File: src/rtl/ddr_axi_pkg.sv
// Shared definitions for the DDR3 AXI write-port logic: FSM state encodings
// and AXI field widths.
package ddr_axi_pkg;

  localparam int CTRL_ADDR_WIDTH_DFLT = 28;
  localparam int MEM_DQ_WIDTH_DFLT    = 32;
  localparam int AXI_LEN_W            = 4;

  localparam logic [AXI_LEN_W-1:0] BURST_LEN_16 = 4'hf;

  typedef enum logic [2:0] {
    S_IDLE = 3'b001,
    S_ADDR = 3'b010,
    S_DATA = 3'b100
  } state_t;

endpackage

File: src/rtl/axi_wr_arbiter_rr_pick.sv
// Combinational round-robin selector: the first requester above the previous
// owner (wrapping) wins; sel is one-hot, or zero when nobody requests.
module rr_pick #(
  parameter int NUM_REQ = 2
) (
  input  logic [NUM_REQ-1:0] req,
  input  logic [NUM_REQ-1:0] last,
  output logic [NUM_REQ-1:0] sel
);

  int  last_idx;
  logic found;

  // NOTE: every variable written here gets a default first so no latch is inferred.
  always_comb begin
    sel      = '0;
    found    = 1'b0;
    last_idx = 0;
    for (int i = 0; i < NUM_REQ; i++) begin
      if (last[i]) last_idx = i;
    end
    // Offsets 1..NUM_REQ visit every requester once, the previous owner last.
    for (int k = 1; k <= NUM_REQ; k++) begin
      for (int i = 0; i < NUM_REQ; i++) begin
        if (!found && req[i] && (i == (last_idx + k) % NUM_REQ)) begin
          sel[i] = 1'b1;
          found  = 1'b1;
        end
      end
    end
  end

endmodule

File: src/rtl/axi_wr_arbiter.sv
// Round-robin sharing of the DDR3 AXI write port among NUM_REQ requesters;
// whole bursts are serialised and each burst's beat count is checked.
module axi_wr_arbiter
  import ddr_axi_pkg::*;
#(
  parameter int NUM_REQ         = 2,
  parameter int CTRL_ADDR_WIDTH = CTRL_ADDR_WIDTH_DFLT,
  parameter int MEM_DQ_WIDTH    = MEM_DQ_WIDTH_DFLT
) (
  input  logic                                core_clk,
  input  logic                                ddr_rst,
  input  logic                                ddr_init_done,
  input  logic [NUM_REQ*CTRL_ADDR_WIDTH-1:0]  req_awaddr,
  input  logic [NUM_REQ*AXI_LEN_W-1:0]        req_awlen,
  input  logic [NUM_REQ-1:0]                  req_awvalid,
  output logic [NUM_REQ-1:0]                  req_awready,
  input  logic [NUM_REQ*MEM_DQ_WIDTH*8-1:0]   req_wdata,
  output logic [NUM_REQ-1:0]                  req_wready,
  output logic [NUM_REQ-1:0]                  req_wlast,
  output logic [CTRL_ADDR_WIDTH-1:0]          axi_awaddr,
  output logic [AXI_LEN_W-1:0]                axi_awlen,
  output logic                                axi_awvalid,
  input  logic                                axi_awready,
  output logic [MEM_DQ_WIDTH*8-1:0]           axi_wdata,
  input  logic                                axi_wready,
  input  logic                                axi_wusero_last,
  output logic [NUM_REQ-1:0]                  grant,
  output logic                                len_err
);

  localparam int DW = MEM_DQ_WIDTH * 8;
  localparam logic [NUM_REQ-1:0] LAST_GRANT_RST = {1'b1, {(NUM_REQ-1){1'b0}}};

  state_t                 state;
  logic [NUM_REQ-1:0]     last_grant;
  logic [NUM_REQ-1:0]     sel;
  logic [AXI_LEN_W-1:0]   beat_cnt;
  logic [CTRL_ADDR_WIDTH-1:0] sel_addr;
  logic [AXI_LEN_W-1:0]   sel_len;
  logic [DW-1:0]          grant_wdata;

  rr_pick #(.NUM_REQ(NUM_REQ)) u_rr_pick (
    .req  (req_awvalid & {NUM_REQ{ddr_init_done}}),
    .last (last_grant),
    .sel  (sel)
  );

  always_comb begin
    sel_addr    = '0;
    sel_len     = '0;
    grant_wdata = '0;
    for (int i = 0; i < NUM_REQ; i++) begin
      if (sel[i]) begin
        sel_addr = req_awaddr[i*CTRL_ADDR_WIDTH +: CTRL_ADDR_WIDTH];
        sel_len  = req_awlen[i*AXI_LEN_W +: AXI_LEN_W];
      end
      if (grant[i]) grant_wdata = req_wdata[i*DW +: DW];
    end
  end

  // Handshakes are steered to the owner only, with no added latency.
  assign req_awready = (state == S_ADDR && axi_awvalid && axi_awready) ? grant : '0;
  assign req_wready  = (state == S_DATA && axi_wready)      ? grant : '0;
  assign req_wlast   = (state == S_DATA && axi_wusero_last) ? grant : '0;
  assign axi_wdata   = (state == S_DATA) ? grant_wdata : '0;

  // NOTE: sequential state uses non-blocking assignments so every register
  // samples the pre-edge values regardless of statement order.
  always_ff @(posedge core_clk) begin
    if (ddr_rst) begin
      state       <= S_IDLE;
      axi_awvalid <= 1'b0;
      axi_awaddr  <= '0;
      axi_awlen   <= '0;
      grant       <= '0;
      len_err     <= 1'b0;
      beat_cnt    <= '0;
      last_grant  <= LAST_GRANT_RST;
    end else begin
      case (state)
        S_IDLE: begin
          if (|sel) begin
            grant       <= sel;
            axi_awaddr  <= sel_addr;
            axi_awlen   <= sel_len;
            axi_awvalid <= 1'b1;
            state       <= S_ADDR;
          end
        end
        S_ADDR: begin
          if (axi_awvalid && axi_awready) begin
            axi_awvalid <= 1'b0;
            beat_cnt    <= '0;
            state       <= S_DATA;
          end
        end
        S_DATA: begin
          if (axi_wready) begin
            beat_cnt <= beat_cnt + 1'b1;
            if (axi_wusero_last) begin
              // beat_cnt still holds this beat's zero-based index here.
              if (beat_cnt != axi_awlen) len_err <= 1'b1;
              last_grant <= grant;
              grant      <= '0;
              state      <= S_IDLE;
            end
          end
        end
        default: state <= S_IDLE;
      endcase
    end
  end

endmodule
File: config.mk
export PLATFORM = sky130hd
export DESIGN_NAME = axi_wr_arbiter
export DESIGN_NICKNAME = d
export VERILOG_FILES = /design/src/rtl/ddr_axi_pkg.sv /design/src/rtl/axi_wr_arbiter_rr_pick.sv /design/src/rtl/axi_wr_arbiter.sv
export SDC_FILE = /design/constraint.sdc
export NUM_CORES = 1
export LEC_CHECK = 0
export CORE_AREA = 2 2 348 350
export DETAILED_ROUTE_END_ITERATION = 16
export DIE_AREA = 0 0 350 352
export GPL_TIMING_DRIVEN = 1
export HOLD_SLACK_MARGIN = 0.03
export MAX_ROUTING_LAYER = met4
export SYNTH_ARGS = -nofsm -noshare
export SYNTH_HDL_FRONTEND = slang
export SYNTH_SLANG_ARGS = --single-unit
File: constraint.sdc
create_clock -name core_clk -period 1.6 [get_ports core_clk]
set_input_delay 0.16 -clock core_clk [delete_from_list [all_inputs] [get_ports core_clk]]
set_output_delay 0.16 -clock core_clk [all_outputs]
set_load 0.1 [all_outputs]
==> Word-level counts from Yosys, hierarchy flattened <==
Cells that the tools add are included.
{ "classes": {"n_addsub": 3, "n_eq_ne": 10, "bitwise": 3, "n_mux": 32, "reduce_logical": 28} }
{ "op_table": {"columns": ["op", "n"], "rows": [
  ["$mux W256", 3],
  ["$logic_not A32 Y1", 2],
  ["$mux W28", 2],
  ["$add A32 B2 Y32 const B", 1],
  ["$add A32 B3 Y32 const B", 1],
  ["$mux W4", 4],
  ["$logic_and A1 B1 Y1", 12],
  ["$mux W2", 6],
  ["$mux W3", 4],
  ["$reduce_and A4 Y1", 3],
  ["$mux W1", 9],
  ["$pmux W3 S3", 1],
  ["$reduce_and A3 Y1", 3],
  ["$pmux W4 S2", 1],
  ["$ne A2 B2 Y1 const B", 3],
  ["$reduce_bool A2 Y1", 3],
  ["$add A4 B1 Y4 const B", 1],
  ["$eq A2 B2 Y1 const A", 2],
  ["$ne A4 B4 Y1", 1],
  ["$pmux W2 S2", 1],
  ["$eq A3 B1 Y1 const B", 1],
  ["$eq A3 B2 Y1 const B", 1],
  ["$eq A3 B3 Y1 const B", 1],
  ["$logic_not A1 Y1", 3],
  ["other kinds (6)", 7]
]} }
{ "word_totals": {"elab_cells": 84, "out_inout_bits": 298, "reg_bits": 45, "in_bits": 584} }

==> Longest topological paths before layout <==
{ "depth": {"ltp_word": 21, "mapped_depth": 7, "depth_no_buf": 4} }

==> Hierarchy <==
A second synthesis with hierarchy kept.
{ "hier_totals": {"hier_cells": 831, "hier_area_um2": 5267.6} }
{ "by_module_without_submodules": {"columns": ["mod", "area_each_um2", "n_inst", "cells_each"], "rows": [
  ["axi_wr_arbiter", 5248.8, 1, 828],
  ["rr_pick", 18.8, 1, 3]
]} }

==> Worst setup path after synthesis <==
No wires, ideal clock.
{ "synth_timing": {"kind": "reg2out", "start": "register grant[1]", "end": "output axi_wdata[215]", "arrival_time_ps": 3198, "path_buffers": 3, "stages_incl_launch_ff": 6, "setup_slack_ps": -1758, "cell_sequence": "dfxtp_1 > buf_2 > clkbuf_1 > clkbuf_1 > a22oi_1 > nor2_1"} }
{ "synth_between": {"elab_chain_len": 2} }
{ "synth_rtl": {"columns": ["item", "line", "rtl"], "rows": [
  ["start, declared", "axi_wr_arbiter.sv:27", "output logic [NUM_REQ-1:0] grant,"],
  ["start signal, assigned", "axi_wr_arbiter.sv:83", "grant <= sel;"],
  ["$mux W256", "axi_wr_arbiter.sv:57", "if (grant[i]) grant_wdata = req_wdata[i*DW +: DW];"],
  ["$mux W256", "axi_wr_arbiter.sv:65", "assign axi_wdata = (state == S_DATA) ? grant_wdata : '0;"],
  ["end, declared", "axi_wr_arbiter.sv:24", "output logic [MEM_DQ_WIDTH*8-1:0] axi_wdata,"]
]} }
Every way passes these cells.

==> Final worst setup path <==
{ "layout_timing": {"start": "register grant[0]", "end": "output axi_wdata[85]"} }
{ "layout_between": {"elab_chain_len": 3} }
{ "layout_rtl": {"columns": ["item", "line"], "rows": [
  ["$mux W256 (2 in a row)", "axi_wr_arbiter.sv:57"],
  ["$mux W256", "axi_wr_arbiter.sv:65"]
]} }
Every way passes these cells.

==> results <==
==> area by class of cell <==
| type | instances | area [um2] | share of cell area |
|---|---|---|---|
| tap | 1612 | 2020 | 0.0850 |
| clock buffer | 5 | 125 | 0.00527 |
| timing repair buffer | 1040 | 14100 | 0.594 |
| clock inverter | 2 | 11.3 | 0.000475 |
| antenna | 28 | 70.1 | 0.00295 |
| multi-input combinational | 704 | 6520 | 0.275 |
| sequential | 44 | 891 | 0.0376 |
==> power breakdown <==
part / internal, mW / switching (mW) / leakage, nW
registers: 1.16 / 0.0734 / 0.360
logic: 2.02 / 1.73 / 6.55
clock network: 0.570 / 0.481 / 0.0702
total: 3.75 / 2.29 / 6.98
==> tightest hold or removal path, delay by kind of cell <==
kind | cells | cell delay [ns]
buf+inv | 2 | 0.32
compound gates | 1 | 0.06
==> worst paths after layout <==
kind | from | to | slack (ns) | depth (start not counted)
worst max-delay path | grant[0] | axi_wdata[85] | -0.53 | 7
worst min-delay path | ddr_rst | axi_awaddr[13] | 0.30 | 3
worst max register to register | state[1] | grant[1] | -0.14 | 6
worst min register to register | axi_awaddr[19] | axi_awaddr[19] | 0.49 | 2
==> per-stage QoR <==
step	hold WS [ns]	instance area [um2]	setup slack (ns)	cells	utilization
global placement	0.481	22300	-0.388	3373	0.187
detailed placement	0.487	22300	-0.320	3373	0.187
floorplan	0.304	7820	-1.16	859	-
finish	0.299	23700	-0.534	3435	0.199
CTS	0.298	23200	-0.477	3394	0.194
global route	0.303	23700	-0.528	3424	0.199
==> cells by family after synthesis <==
group,Yosys count,share of synthesized area
fa+ha+maj,1,0.00226
buf+inv,111,0.111
simple gates,360,0.264
flops,44,0.159
compound gates,336,0.453
xor+xnor,7,0.0111
==> layer usage <==
layer	routed length, um	share of wire	up-vias
met5	0	0	-
met4	1180	0.013	0
met3	9340	0.10	82
met2	40200	0.44	681
met1	40100	0.44	5568
li1	-	-	5119
==> what timing repair did <==
item,CTS,global route
hold endpoints to repair,0,0
endpoints found under the setup margin,266,269
gates resized for setup,106,35
setup buffers,8,1
gates cloned,6,12
pin swaps,18,14
==> sequential cells by signal (all words and copies together), names as in the netlist <==
register,cells
axi_awaddr,28
axi_awlen,4
axi_awvalid,1
beat_cnt,4
grant,2
last_grant,1
len_err,1
state,3
==> cells in the mapped netlist (all sizes together) <==
| cell | n | area (um2) |
|---|---|---|
| nand4 | 3 | 18.8 |
| nand2b | 1 | 6.26 |
| nor4b | 1 | 23.8 |
| o2111ai | 1 | 15.0 |
| or3b | 1 | 8.76 |
| xnor2 | 5 | 43.8 |
| nor2b | 1 | 6.26 |
| clkbuf | 73 | 274 |
| xor2 | 2 | 17.5 |
| o21ai | 2 | 10.0 |
| dfxtp | 44 | 881 |
| nor3 | 4 | 20.0 |
| nand3 | 3 | 15.0 |
| o31ai | 1 | 7.51 |
| a22oi | 256 | 1920 |
| a21oi | 41 | 205 |
| nand3b | 5 | 37.5 |
| and3 | 6 | 37.5 |
| or2 | 1 | 6.26 |
| and2 | 3 | 18.8 |
| o21bai | 1 | 7.51 |
| nor3b | 2 | 26.3 |
| nand2 | 70 | 263 |
| a21boi | 1 | 11.3 |
| buf | 38 | 340 |
| a32o | 33 | 330 |
| nor2 | 259 | 972 |
| ha | 1 | 12.5 |
==> cells in the final DEF (no fill, tap or decap), drive strengths merged, types with 2 or more instances in the layout <==
cell type | Yosys | final
nand3b | 5 | 5
o21ai | 2 | 2
xnor2 | 5 | 5
a22oi | 256 | 256
and3 | 6 | 6
nand4 | 3 | 3
and2 | 3 | 3
clkbuf | 73 | 17
nor3 | 4 | 4
a21oi | 41 | 41
clkdlybuf4s50 | 0 | 582
xor2 | 2 | 2
diode | 0 | 28
buf | 38 | 446
nand3 | 3 | 3
dfxtp | 44 | 44
nand2 | 70 | 70
a32o | 33 | 33
nor3b | 2 | 2
nor2 | 259 | 259
==> metrics <==
I/O pin cnt 882; Worst Setup Start Kind flip-flop; mean area per synthesized cell 6.45 um2; post-DR wirelength/cell 26.5 um; outcome finished with violations; Rows 127; met1 Resource Use GR 0.187; Final setup violation count 266; total grt overflow 0; CP endpoint kind output port; met3 Use GR 0.0470; max-slew violations 0; worst vdd ir 341 uV; Clock Latency Late Sink 0.29 ns; Die X 350 um; yosys warns 0; Max Root-Sink Buffers 2; Worst Skew 0.00748 ns; hold buffers post-CTS 0; # Max-Cap Violations 0; final WL 90900 um; Critical Path, Cell by Cell nor2b_4, buf_12, buf_16, buf_6, a22oi_2, nor2_4, buf_12; antenna violations before repair 69; DP HPWL 79700 um; nets 2380; Worst Path Buf+Inv 4; critical path's top delay family buffers and inverters; crit path time final 2.13 ns; final period utilization 1.33; CP dominant cell by count buf_12; final hold vios 0; Detailed Route Iter0 Violations 954; Num Clock Sinks 44; Worst EP required 1.44 ns; share of post-route cells with drive strength above 1 0.471; violated checks negative setup slack; setup tns final -106.85 ns; Tot GR Track Use 0.143; Pwr Density 254 mW/mm2; gr busiest metal met2; Worst EP arrival 1.97 ns; GR Util met2 0.219; Cell Area, Synth 0.00554 mm2; CTS H-tree lvls 2; #FFs+latches synth 44; DRC 0; Slowest cell on crit path a22oi_2; number of global-route vias before repair 11500; Area Growth Syn to Fin 328%; # fillers 12900; first-pass GRT wire length 114000 um; TritonCTS clock tree done; Core Region 0.119 mm2; TritonRoute pass-1 iters 5; Pleak 6.98 nW; Post-DRT Antenna Nets 0; clock root cell clkbuf_16; Vias/cell 3.33; CP Class flip-flop to output port; worst rel slew slack 0.608; CTS Buf Count 5; initial core utilization 0.0464; hold crit path type primary input to flip-flop; Clk pin slew, worst setup/hold paths 0.07 ns; Seq/Total Area, Yosys 0.159; largest net degree at the start of global routing 45; Critical Path Max Stage Delay 0.48 ns; Syn Inst Count 859; worst setup margin -0.534 ns; Distinct cells, synth 32; syn nets 1444; Fmax 0.469 GHz; vias 11500; input/output buffers 881; Chip Height 352 um; worst-path maximum fanout 12; total power 6.03 mW; DIE AREA 0.123 mm2; RSZ-0062 raised after global routing yes; GPL Wtd Cong 1.01; worst-margin pin slew 0.587 ns
(Power assumes the default switching activity.)
